==> config.mk <==
export PLATFORM = sky130hd
export DESIGN_NAME = msg_check_fsm
export DESIGN_NICKNAME = d
export VERILOG_FILES = /design/src/rtl/rc4_pkg.sv /design/src/rtl/char_is_legal.sv /design/src/rtl/msg_check_fsm.sv
export SDC_FILE = /design/constraint.sdc
export NUM_CORES = 1
export LEC_CHECK = 0
export BUFFER_PORTS_ARGS = -buffer_cell sky130_fd_sc_hd__buf_2
export CAP_MARGIN = 0
export CORE_MARGIN = 3
export CORE_UTILIZATION = 55
export DETAILED_ROUTE_END_ITERATION = 10
export GPL_TIMING_DRIVEN = 0
export PLACE_DENSITY_LB_ADDON = 0.3
export SLEW_MARGIN = 20
export SYNTH_ARGS = -nofsm -noshare
export SYNTH_HDL_FRONTEND = slang
export SYNTH_SLANG_ARGS = --single-unit
==> constraint.sdc <==
create_clock -name clk -period 4.95 [get_ports clk]
set_input_delay 0 -clock clk [delete_from_list [all_inputs] [get_ports clk]]
set_output_delay 0 -clock clk [all_outputs]
set_load 0.05 [all_outputs]
==> src/rtl/rc4_pkg.sv <==
`default_nettype none
// ============================================================================
//  Module      : rc4_pkg
//  Description : Shared RC4 pipeline types and constants. Holds the message
//                checker state encoding and the legal-character bounds.
//  Revision    : 1.0 - initial release
// ============================================================================
package rc4_pkg;

  // Message checker states
  typedef enum logic [2:0] {
    IDLE  = 3'd0,
    ISSUE = 3'd1,
    WAIT  = 3'd2,
    CHECK = 3'd3,
    DONE  = 3'd4
  } msg_check_state_t;

  // Legal plaintext alphabet: lowercase letters plus space
  localparam logic [7:0] CHAR_LO    = 8'h61;
  localparam logic [7:0] CHAR_HI    = 8'h7A;
  localparam logic [7:0] CHAR_SPACE = 8'h20;

  localparam int MSG_LEN_DEFAULT = 32;

endpackage
`default_nettype wire

==> src/rtl/char_is_legal.sv <==
`default_nettype none
// ============================================================================
//  Module      : char_is_legal
//  Description : Combinational classifier. Flags a byte as legal when it is
//                a lowercase ASCII letter ('a'..'z') or a space.
//  Ports       : i_char  [7:0] in  - byte under test
//                o_legal       out - 1 when i_char is legal
//  Revision    : 1.0 - initial release
// ============================================================================
module char_is_legal
  import rc4_pkg::*;
(
  input  logic [7:0] i_char,
  output logic       o_legal
);

  assign o_legal = ((i_char >= CHAR_LO) && (i_char <= CHAR_HI)) ||
                   (i_char == CHAR_SPACE);

endmodule
`default_nettype wire

==> src/rtl/msg_check_fsm.sv <==
`default_nettype none
// ============================================================================
//  Module      : msg_check_fsm
//  Description : Walks the decrypted-message RAM one byte at a time and
//                reports whether every byte is a lowercase letter or space.
//                Stops at the first illegal byte and records its address and
//                value. All outputs are registered.
//  Ports       : clk              in  - system clock
//                reset            in  - asynchronous reset, active low
//                start            in  - level; starts a check from IDLE
//                q        [7:0]   in  - message RAM read data
//                address  [AW-1:0]out - message RAM read address
//                rden             out - message RAM read enable
//                done             out - high while results are held
//                pass             out - 1 when all bytes legal (with done)
//                bad_addr [AW-1:0]out - address of first illegal byte
//                bad_char [7:0]   out - value of first illegal byte
//  Revision    : 1.0 - initial release
// ============================================================================
module msg_check_fsm
  import rc4_pkg::*;
#(
  parameter int MSG_LEN    = MSG_LEN_DEFAULT,
  parameter int ADDR_W     = 5,
  parameter int RD_LATENCY = 1
) (
  input  logic              clk,
  input  logic              reset,
  input  logic              start,
  input  logic [7:0]        q,
  output logic [ADDR_W-1:0] address,
  output logic              rden,
  output logic              done,
  output logic              pass,
  output logic [ADDR_W-1:0] bad_addr,
  output logic [7:0]        bad_char
);

  // One extra bit so the index can never wrap back to zero, and the
  // last-byte compare is done at full width.
  localparam logic [ADDR_W:0] c_last_idx = (ADDR_W+1)'(MSG_LEN - 1);

  msg_check_state_t  r_state;
  logic [ADDR_W:0]   r_idx;
  logic [ADDR_W:0]   w_idx_next;
  logic              w_q_legal;

  assign w_idx_next = r_idx + 1'b1;

  char_is_legal u_char_is_legal (
    .i_char  (q),
    .o_legal (w_q_legal)
  );

  // Outputs are registered on state entry, so address/rden are already
  // valid during the ISSUE cycle itself.
  always_ff @(posedge clk or negedge reset) begin
    if (!reset) begin
      r_state  <= IDLE;
      r_idx    <= '0;
      address  <= '0;
      rden     <= 1'b0;
      done     <= 1'b0;
      pass     <= 1'b0;
      bad_addr <= '0;
      bad_char <= '0;
    end else begin
      case (r_state)
        IDLE: begin
          if (start) begin
            r_idx    <= '0;
            pass     <= 1'b0;
            bad_addr <= '0;
            bad_char <= '0;
            address  <= '0;
            rden     <= 1'b1;
            r_state  <= ISSUE;
          end
        end

        ISSUE: begin
          if (RD_LATENCY == 1) begin
            rden    <= 1'b0;
            r_state <= CHECK;
          end else begin
            // Keep address and rden asserted through the extra RAM stage
            r_state <= WAIT;
          end
        end

        WAIT: begin
          rden    <= 1'b0;
          r_state <= CHECK;
        end

        CHECK: begin
          if (!w_q_legal) begin
            bad_addr <= r_idx[ADDR_W-1:0];
            bad_char <= q;
            pass     <= 1'b0;
            done     <= 1'b1;
            r_state  <= DONE;
          end else if (r_idx == c_last_idx) begin
            pass    <= 1'b1;
            done    <= 1'b1;
            r_state <= DONE;
          end else begin
            r_idx   <= w_idx_next;
            address <= w_idx_next[ADDR_W-1:0];
            rden    <= 1'b1;
            r_state <= ISSUE;
          end
        end

        DONE: begin
          // Wait for start to drop so a held level cannot retrigger
          if (!start) begin
            done    <= 1'b0;
            r_state <= IDLE;
          end
        end

        default: begin
          rden    <= 1'b0;
          done    <= 1'b0;
          r_state <= IDLE;
        end
      endcase
    end
  end

endmodule
`default_nettype wire
Word-level counts from Yosys, hierarchy flattened
Index checks and enable logic that the tools add are counted.

storage, ports and cells
  flip-flop bits (word level) = 30
  bits of input ports = 11
  output and inout bits = 21

operators by class
  add/subtract/negate cells = 1
  $lt $le $gt $ge = 2
  equality and inequality tests = 12
  mux-type cells = 29
  bitwise gates (word level) = 2
  reduce and logical (&&, ||, !) cells = 12

operators with widths
  operator                                                                number
  5-bit 2-to-1 mux                                                        4
  5-bit one-hot mux with 2 select lines                                   2
  6-bit 2-to-1 mux                                                        3
  8-bit 2-to-1 mux                                                        2
  8-bit one-hot mux with 2 select lines                                   1
  3-bit 2-to-1 mux                                                        4
  3-bit one-hot mux with 4 select lines                                   1
  6-bit one-hot mux with 2 select lines                                   1
  2-bit inequality test (second input constant)                           5
  3-bit AND reduction                                                     3
  8-bit by 6-bit equality test with 1-bit output (second input constant)  1
  8-bit by 7-bit >= comparator with 1-bit output (second input constant)  1
  8-bit by 7-bit <= comparator with 1-bit output (second input constant)  1
  1-bit 2-to-1 mux                                                        8
  4-bit AND reduction                                                     2
  6-bit by 1-bit adder with 6-bit output (second input constant)          1
  3-bit by 2-bit equality test with 1-bit output (second input constant)  2
  6-bit by 5-bit equality test with 1-bit output (second input constant)  1
  1-bit one-hot mux with 3 select lines                                   2
  3-bit by 1-bit equality test with 1-bit output (second input constant)  1
  3-bit equality test (second input constant)                             1
  3-bit logical NOT                                                       1
  3-bit inequality test (second input constant)                           1
  3-bit OR reduction                                                      1
  7 further kinds                                                         8

Depth between registers and ports, before layout
Gate-level depths: netlist of the first run.

  word-level depth = 5
  gate-level depth with buffers = 7
  gate-level depth less buffers = 6

By module
A second synthesis of the first run with hierarchy kept.

unflattened totals
  cells, all modules = 126
  area total of the unflattened synthesis = 1243.7 um2

modules (own cells, without submodules)
  module         times used  cells each  area each (um2)
  msg_check_fsm  1           116         1179.9
  char_is_legal  1           10          63.8

Worst setup path after synthesis of the first run
No wires, ideal clock.

  kind = reg-to-reg
  start point = reg address[0] (netlist name)
  end point = reg address[3]
  arrival = 1.512 ns
  required time = 4.830 ns
  slack = 3.319 ns
  stages on the path, launching flop included = 7
  buffers on the path = 0
  clock period less this slack = 1.631 ns
  cells stage by stage = dfrtp_1 -> ha_1 -> and3_1 -> a31oi_1 -> and4_1 -> a21oi_1 -> a31o_1

RTL lines
  element                 line                  RTL
  end signal: assignment  msg_check_fsm.sv:109  address <= w_idx_next[ADDR_W-1:0];
  end: declaration        msg_check_fsm.sv:31   output logic [ADDR_W-1:0] address,

==> results.py, run 1 <==
metrics = {
    "run_status": {
        "outcome": "complete, no violations",
    },
    "hold_path": {
        "hold_class": "primary input to async pin",
    },
    "synth": {
        "synth_seq_cells": 25,
        "synthFlopType": "dfrtp_1",
        "avgSynthCellArea_um2": 9.23,
        "ys_seq_area_frac": 0.499,
        "synth_edf_count": 0,
        "synthCells": 136,
        "synth_fp_nets": 148,
        "async_reset_ff_frac": 1.00,
        "synth_area_um2": 1250,
        "yosysWarnings": 0,
        "ys_types": 37,
    },
    "worst_setup_path": {
        "rrSetupSlack_ns": 3.09,
        "startpoint_type": "register",
        "crit_fanout": 6,
        "r2r_start": "address[0]",
        "cp.required_ns": 5.18,
        "r2r-end": "r_idx[5]",
        "startpoint": "address[0]",
        "crit_type": "register to register",
        "cp-end-kind": "register",
        "cp-endpoint": "r_idx[5]",
        "arrival_ns": 2.08,
        "rr_worst_depth": 6,
    },
    "route": {
        "met1Wirelength_um": 1290,
        "ant_nets": 0,
        "wl_met3_um": 135,
        "routed_via_density": 5.36,
        "drtIter0Drc": 22,
        "post-route-drc-count": 0,
        "top_layer": "met4",
        "wl_um": 2930,
        "vias": 1115,
        "drt-pass1-iter-count": 4,
        "wl_per_cell_um": 14.1,
        "wl_met2_um": 1430,
    },
    "pwr": {
        "p_total_mw": 0.910,
        "powerDensity_nw_per_um2": 579,
        "p_leak_nw": 0.815,
        "vdd_drop_max_v": 0.000466,
    },
    "clocking": {
        "path_clk_slew_ns": 0.13,
        "cts_buffer_depth": 2,
        "cts.sinks": 25,
        "cts_tree": "built",
        "cts_buffers": 3,
        "clkLatencyLatePin_ns": 0.32,
        "h-tree-depth": 1,
        "clock-root-buffer": "clkbuf_4",
    },
    "sta": {
        "max_freq_ghz": 0.538,
        "fin_skew_ns": 0.00154,
        "tightest_slew_ns": 0.566,
        "relSlewSlack": 0.622,
        "setup_viol": 0,
        "hold_violations": 0,
        "fin_tns_setup_ns": 0,
        "final.setup.worst_slack_ns": 3.09,
        "post-route-period-util": 0.376,
        "rsz0062_at_grt": "false",
        "fin_crit_ns": 1.86,
        "holdWs_ns": 0.184,
        "slew_viol_final": 0,
    },
    "global_route": {
        "antenna_found_initial": 0,
        "grt_pass1_vias": 1087,
        "grt_max_degree": 26,
        "gr-total-overflow": 0,
        "grt_pass1_wl_um": 4800,
        "track_usage": 0.232,
    },
    "floorplanning": {
        "fp.coreArea_um2": 2060,
        "die_w_um": 53.8,
        "design.portCount": 32,
        "start_util": 0.609,
        "dieHeight_um": 53.8,
        "rows": 16,
        "die-area_um2": 2890,
    },
    "layout": {
        "area_growth_pct": 25.1,
        "nets": 194,
        "final_cells": 208,
        "diodes": 0,
        "filler_cell_count": 163,
        "layout-drive-gt1-share": 0.287,
    },
    "place": {
        "hpwlAfterDp_um": 2040,
        "gp_congestion": 0.761,
        "preCtsSetupSlack_ns": 3.14,
        "io_buffers": 31,
        "dp.cells": 194,
    },
    "run": {
        "drv_cap": 0,
    },
}
-- where the power goes --
group / total, mW / internal, mW / switching (mW)
registers: 0.313 / 0.269 / 0.0446
logic: 0.504 / 0.149 / 0.355
clock network: 0.0923 / 0.0316 / 0.0607
total: 0.910 / 0.449 / 0.461
-- stage by stage --
| stage | util | cell area [um^2] |
|---|---|---|
| finish | 0.762 | 1570 |
| CTS | 0.762 | 1570 |
| global route | 0.762 | 1570 |
| global placement | 0.700 | 1440 |
| detailed placement | 0.700 | 1440 |
| floorplan | - | 1250 |
-- cell type report --
cell class                      count  area [um^2]  share of cell area
Multi-Input combinational cell     97          537               0.342
Timing Repair Buffer               41          255               0.163
Buffer                             12         85.1              0.0542
Inverter                            2         7.51             0.00478
Clock buffer                        4         26.3              0.0167
Sequential cell                    25          626               0.398
Tap cell                           27         33.8              0.0215
-- worst max-delay path: stages (launching register included) --
cell and delay (ns):
dfrtp_1 0.47, ha_1 0.25, and3_1 0.21, a31oi_1 0.26, and4_1 0.28, nand4_1 0.14
mux2i_1 0.15
-- synthesized netlist by cell type (2+ instances only) --
cell | instances | area [um^2]
nand2_1 | 36 | 135
dfrtp_1 | 25 | 626
nor2_1 | 7 | 26.3
o21ai_0 | 7 | 35.0
o21ai_1 | 6 | 30.0
buf_2 | 5 | 25.0
buf_4 | 5 | 37.5
mux2i_1 | 4 | 40.0
nand3_1 | 4 | 20.0
a21oi_1 | 3 | 15.0
and3_1 | 3 | 18.8
a22oi_1 | 2 | 15.0
buf_6 | 2 | 22.5
inv_1 | 2 | 7.51
nor3_1 | 2 | 10.0
o22ai_1 | 2 | 12.5
-- kinds of logic after synthesis --
| kind of cell | count (synthesis) | synth area share |
|---|---|---|
| and+or+nand+nor | 63 | 0.240 |
| AOI/OAI and AO/OA | 28 | 0.139 |
| DFF | 25 | 0.499 |
| buffers and inverters | 14 | 0.0738 |
| muxes | 4 | 0.0319 |
| xor gates and xnor gates | 1 | 0.00698 |
| adders and majority gates | 1 | 0.00997 |
-- worst min-delay path by stage --
| stage | startpoint | to | slack, ns | depth (start not counted) |
|---|---|---|---|---|
| floorplan | reset | address[0] | -0.30 | 0 |
| global placement | reset | bad_char[1] | 0.005 | 1 |
| detailed placement | reset | bad_char[1] | 0.02 | 1 |
| CTS | reset | bad_char[1] | 0.19 | 2 |
| global route | reset | bad_char[2] | 0.22 | 2 |
| finish | reset | bad_char[1] | 0.18 | 2 |
-- layer usage --
layer / vias up / global-route usage
li1: 550 / -
met1: 525 / 0.267
met2: 31 / 0.409
met3: 9 / 0.0526
met4: 0 / 0.0979
met5: - / 0
-- state kept, by name (all words and copies together), names as in the netlist --
signal / count
r_state: 3
rden: 1
address: 4
bad_addr: 5
bad_char: 8
r_idx: 2
pass: 1
done: 1
-- cells in the final DEF, fill, tap and decap left out, drive strengths merged, types with 2 or more instances in the layout --
cell          n
inv           2
dfrtp        25
nor3          4
a22oi         2
buf          43
nor2          8
and3          3
a31o          2
dlygate4sd3  10
mux2i         4
clkbuf        4
nand3         4
nand2        37
a21oi         3
o22ai         2
o21ai        13
-- timing repair --
item                       CTS  global route
setup endpoints to repair    0             0
resized for setup            0             0
hold buffers                10             0
hold endpoints to repair    34             0
setup buffers                0             0
No activity file was read; power rests on OpenSTA's default activity.
==> run 2: changes to the inputs <==
ABC_AREA = 1   (was not set)
CORE_UTILIZATION = 47   (was 55)
clock period = 1.7 ns   (was 4.95 ns; I/O delays follow)
==> results.py, run 2 <==
metrics = {
    "synth": {
        "synth_common_cells": "nand2_1, dfrtp_1, o21ai_1, nor2_1, inv_1",
        "synth_xor_area_frac": 0.0129,
        "avgSynthCellArea_um2": 8.38,
        "yosysWarnings": 0,
        "synth_edf_count": 0,
        "yosys.area_share.simple": 0.298,
        "post-synth-top-count-cell": "nand2_1",
        "synth_top_family_by_area": "simple AND/OR/NAND/NOR gates",
        "synth_area_leaders": "dfrtp_1, nand2_1, o21ai_2",
        "synthAdderAreaFrac": 0.00922,
        "synthMuxAreaShare": 0,
        "ys_types": 23,
        "synthFlopType": "dfrtp_1",
        "yosysTopAreaCell": "dfrtp_1",
        "synth_area_um2": 1360,
        "synthCells": 162,
        "ys_seq_area_frac": 0.461,
        "async_reset_ff_frac": 1.00,
        "synth_seq_cells": 25,
        "synth_top_area_share": 0.461,
        "synth_compound_area_frac": 0.120,
        "synth_fp_nets": 174,
    },
    "pwr": {
        "power.switching_mw": 1.48,
        "power_frac_seq": 0.312,
        "vdd_drop_max_v": 0.00139,
        "powerDensity_nw_per_um2": 1690,
        "p_sw_frac": 0.521,
        "p_int_mw": 1.36,
        "p_total_mw": 2.83,
        "p_leak_nw": 0.862,
        "p_clk_frac": 0.091,
        "combPwrFrac": 0.598,
    },
    "run_status": {
        "outcome": "complete, no violations",
    },
    "clocking": {
        "cts_buffer_depth": 2,
        "cts_tree": "built",
        "post_cts_buffers": 0,
        "cts.sinks": 25,
        "h-tree-depth": 1,
        "clkLatencyLatePin_ns": 0.30,
        "cts_buffers": 3,
        "clock-root-buffer": "clkbuf_4",
        "path_clk_slew_ns": 0.13,
    },
    "route": {
        "drtIter0Drc": 55,
        "drt-pass1-iter-count": 4,
        "ant_nets": 0,
        "wl_um": 3030,
        "post-route-drc-count": 0,
        "routed_via_density": 5.05,
        "vias": 1197,
        "wl_per_cell_um": 12.8,
    },
    "layout": {
        "nets": 220,
        "diodes": 0,
        "largest_reg_flops": 8,
        "biggestRegsByFlops": "bad_char (8), bad_addr (5), address (4)",
        "top_register": "bad_char",
        "final_cells": 237,
        "layout-drive-gt1-share": 0.348,
        "area_growth_pct": 23.6,
        "layout_commonest_cell": "nand2_1",
        "final_cell_mix": "nand2_1, buf_2, dfrtp_1, o21ai_1, nor2_1",
    },
    "worst_setup_path": {
        "path_delay_family": "simple AND/OR/NAND/NOR gates",
        "critPathMaxStageDelay_ns": 0.47,
        "path_depth": 10,
        "slowest_stage": "dfrtp_2",
        "cp_cell_sequence": "ha_1 > nand2_2 > nor2_4 > nand2_2 > nor2_4 > nor2_2 > nand2_4 > buf_6 > nand2_2 > o21ai_2",
        "arrival_ns": 1.79,
        "path_common_cell": "nand2_2",
        "crit_type": "register to register",
        "path_buf_inv": 1,
        "cp-end-kind": "register",
        "crit_fanout": 10,
        "cp.required_ns": 1.91,
        "rr_worst_depth": 10,
        "startpoint_type": "register",
    },
    "sta": {
        "post-route-period-util": 0.930,
        "final.setup.worst_slack_ns": 0.119,
        "hold_violations": 0,
        "holdWs_ns": 0.196,
        "tightest_slew_ns": 0.544,
        "fin_crit_ns": 1.58,
        "rsz0062_at_grt": "false",
        "max_freq_ghz": 0.633,
        "slew_viol_final": 0,
        "relSlewSlack": 0.637,
        "fin_skew_ns": 0.00136,
        "fin_tns_setup_ns": 0,
        "setup_viol": 0,
    },
    "global_route": {
        "grt_pass1_vias": 1166,
        "antenna_found_initial": 0,
        "track_usage": 0.187,
        "gr-total-overflow": 0,
        "grt_pass1_wl_um": 5040,
        "grt_max_degree": 26,
    },
    "place": {
        "hpwlAfterDp_um": 2100,
        "dp.cells": 223,
        "gp_congestion": 0.823,
        "preCtsSetupSlack_ns": 0.110,
        "io_buffers": 31,
    },
    "floorplanning": {
        "fp.coreArea_um2": 2610,
        "die-area_um2": 3570,
        "rows": 18,
        "dieHeight_um": 59.7,
        "design.portCount": 32,
        "die_w_um": 59.7,
        "start_util": 0.520,
    },
    "hold_path": {
        "hold_class": "primary input to async pin",
    },
    "run": {
        "drv_cap": 0,
    },
}
run 2: kinds of logic (layout without fill, tap and decap cells):
logic type	Yosys count	after routing
XOR/XNOR	2	2
buffers and inverters	22	67
adder cells (fa/ha/maj)	1	1
AO/OA/AOI/OAI	26	26
flip-flops	25	25
AND/OR/NAND/NOR	86	86
run 2: area by class of cell:
cell class | count | area (um^2)
fill | 242 | 935
sequential | 25 | 627
multi-input combinational | 115 | 597
timing repair buffer | 41 | 255
buffer | 10 | 90.1
inverter | 12 | 45.0
tap | 30 | 37.5
clock buffer | 4 | 26.3
run 2: power by group through the flow:
stage                     logic, mW  registers [mW]  clock network, mW
final                          1.69           0.883              0.257
after global placement         1.64           0.880                  0
after global routing           1.85           0.904              0.289
after floorplan               0.901            1.31                  0
after CTS                      1.71           0.882              0.267
after detailed placement       1.68           0.895                  0
run 2: per-stage QoR:
stage,area (um^2),utilization
floorplan,1360,-
global placement,1550,0.593
detailed placement,1550,0.593
CTS,1680,0.642
global route,1680,0.642
finish,1680,0.642
run 2: worst paths after layout:
path	startpoint	slack, ns	to
worst max-delay path	address[0]	0.12	r_idx[4]
worst min-delay path	reset	0.20	bad_addr[2]
worst max register to register	address[0]	0.12	r_idx[4]
worst min register to register	bad_char[7]	0.48	bad_char[7]
max in group asynchronous	reset	1.11	address[0]
min in group clk	q[7]	0.45	bad_char[7]
run 2: layer usage:
layer  global-route usage  up-vias  routed length [um]
met5                    0        -                   0
met1                0.223      561                1320
met4               0.0570        0                  34
met2                0.343       32                1520
li1                     -      600                   -
met3               0.0281        4                 154
run 2: worst register-to-register path, cell delays in order (launching register included):
cell and delay [ns]:
dfrtp_2 0.47, ha_1 0.24, nand2_2 0.11, nor2_4 0.05, nand2_2 0.08, nor2_4 0.04, nor2_2 0.14, nand2_4 0.08
buf_6 0.15, nand2_2 0.07, o21ai_2 0.05
run 2: what timing repair did:
| action | in CTS | in global routing |
|---|---|---|
| hold buffers | 10 | 0 |
| endpoints found under the hold margin | 35 | 0 |
| gates resized for setup | 0 | 1 |
| setup endpoints to repair | 0 | 7 |
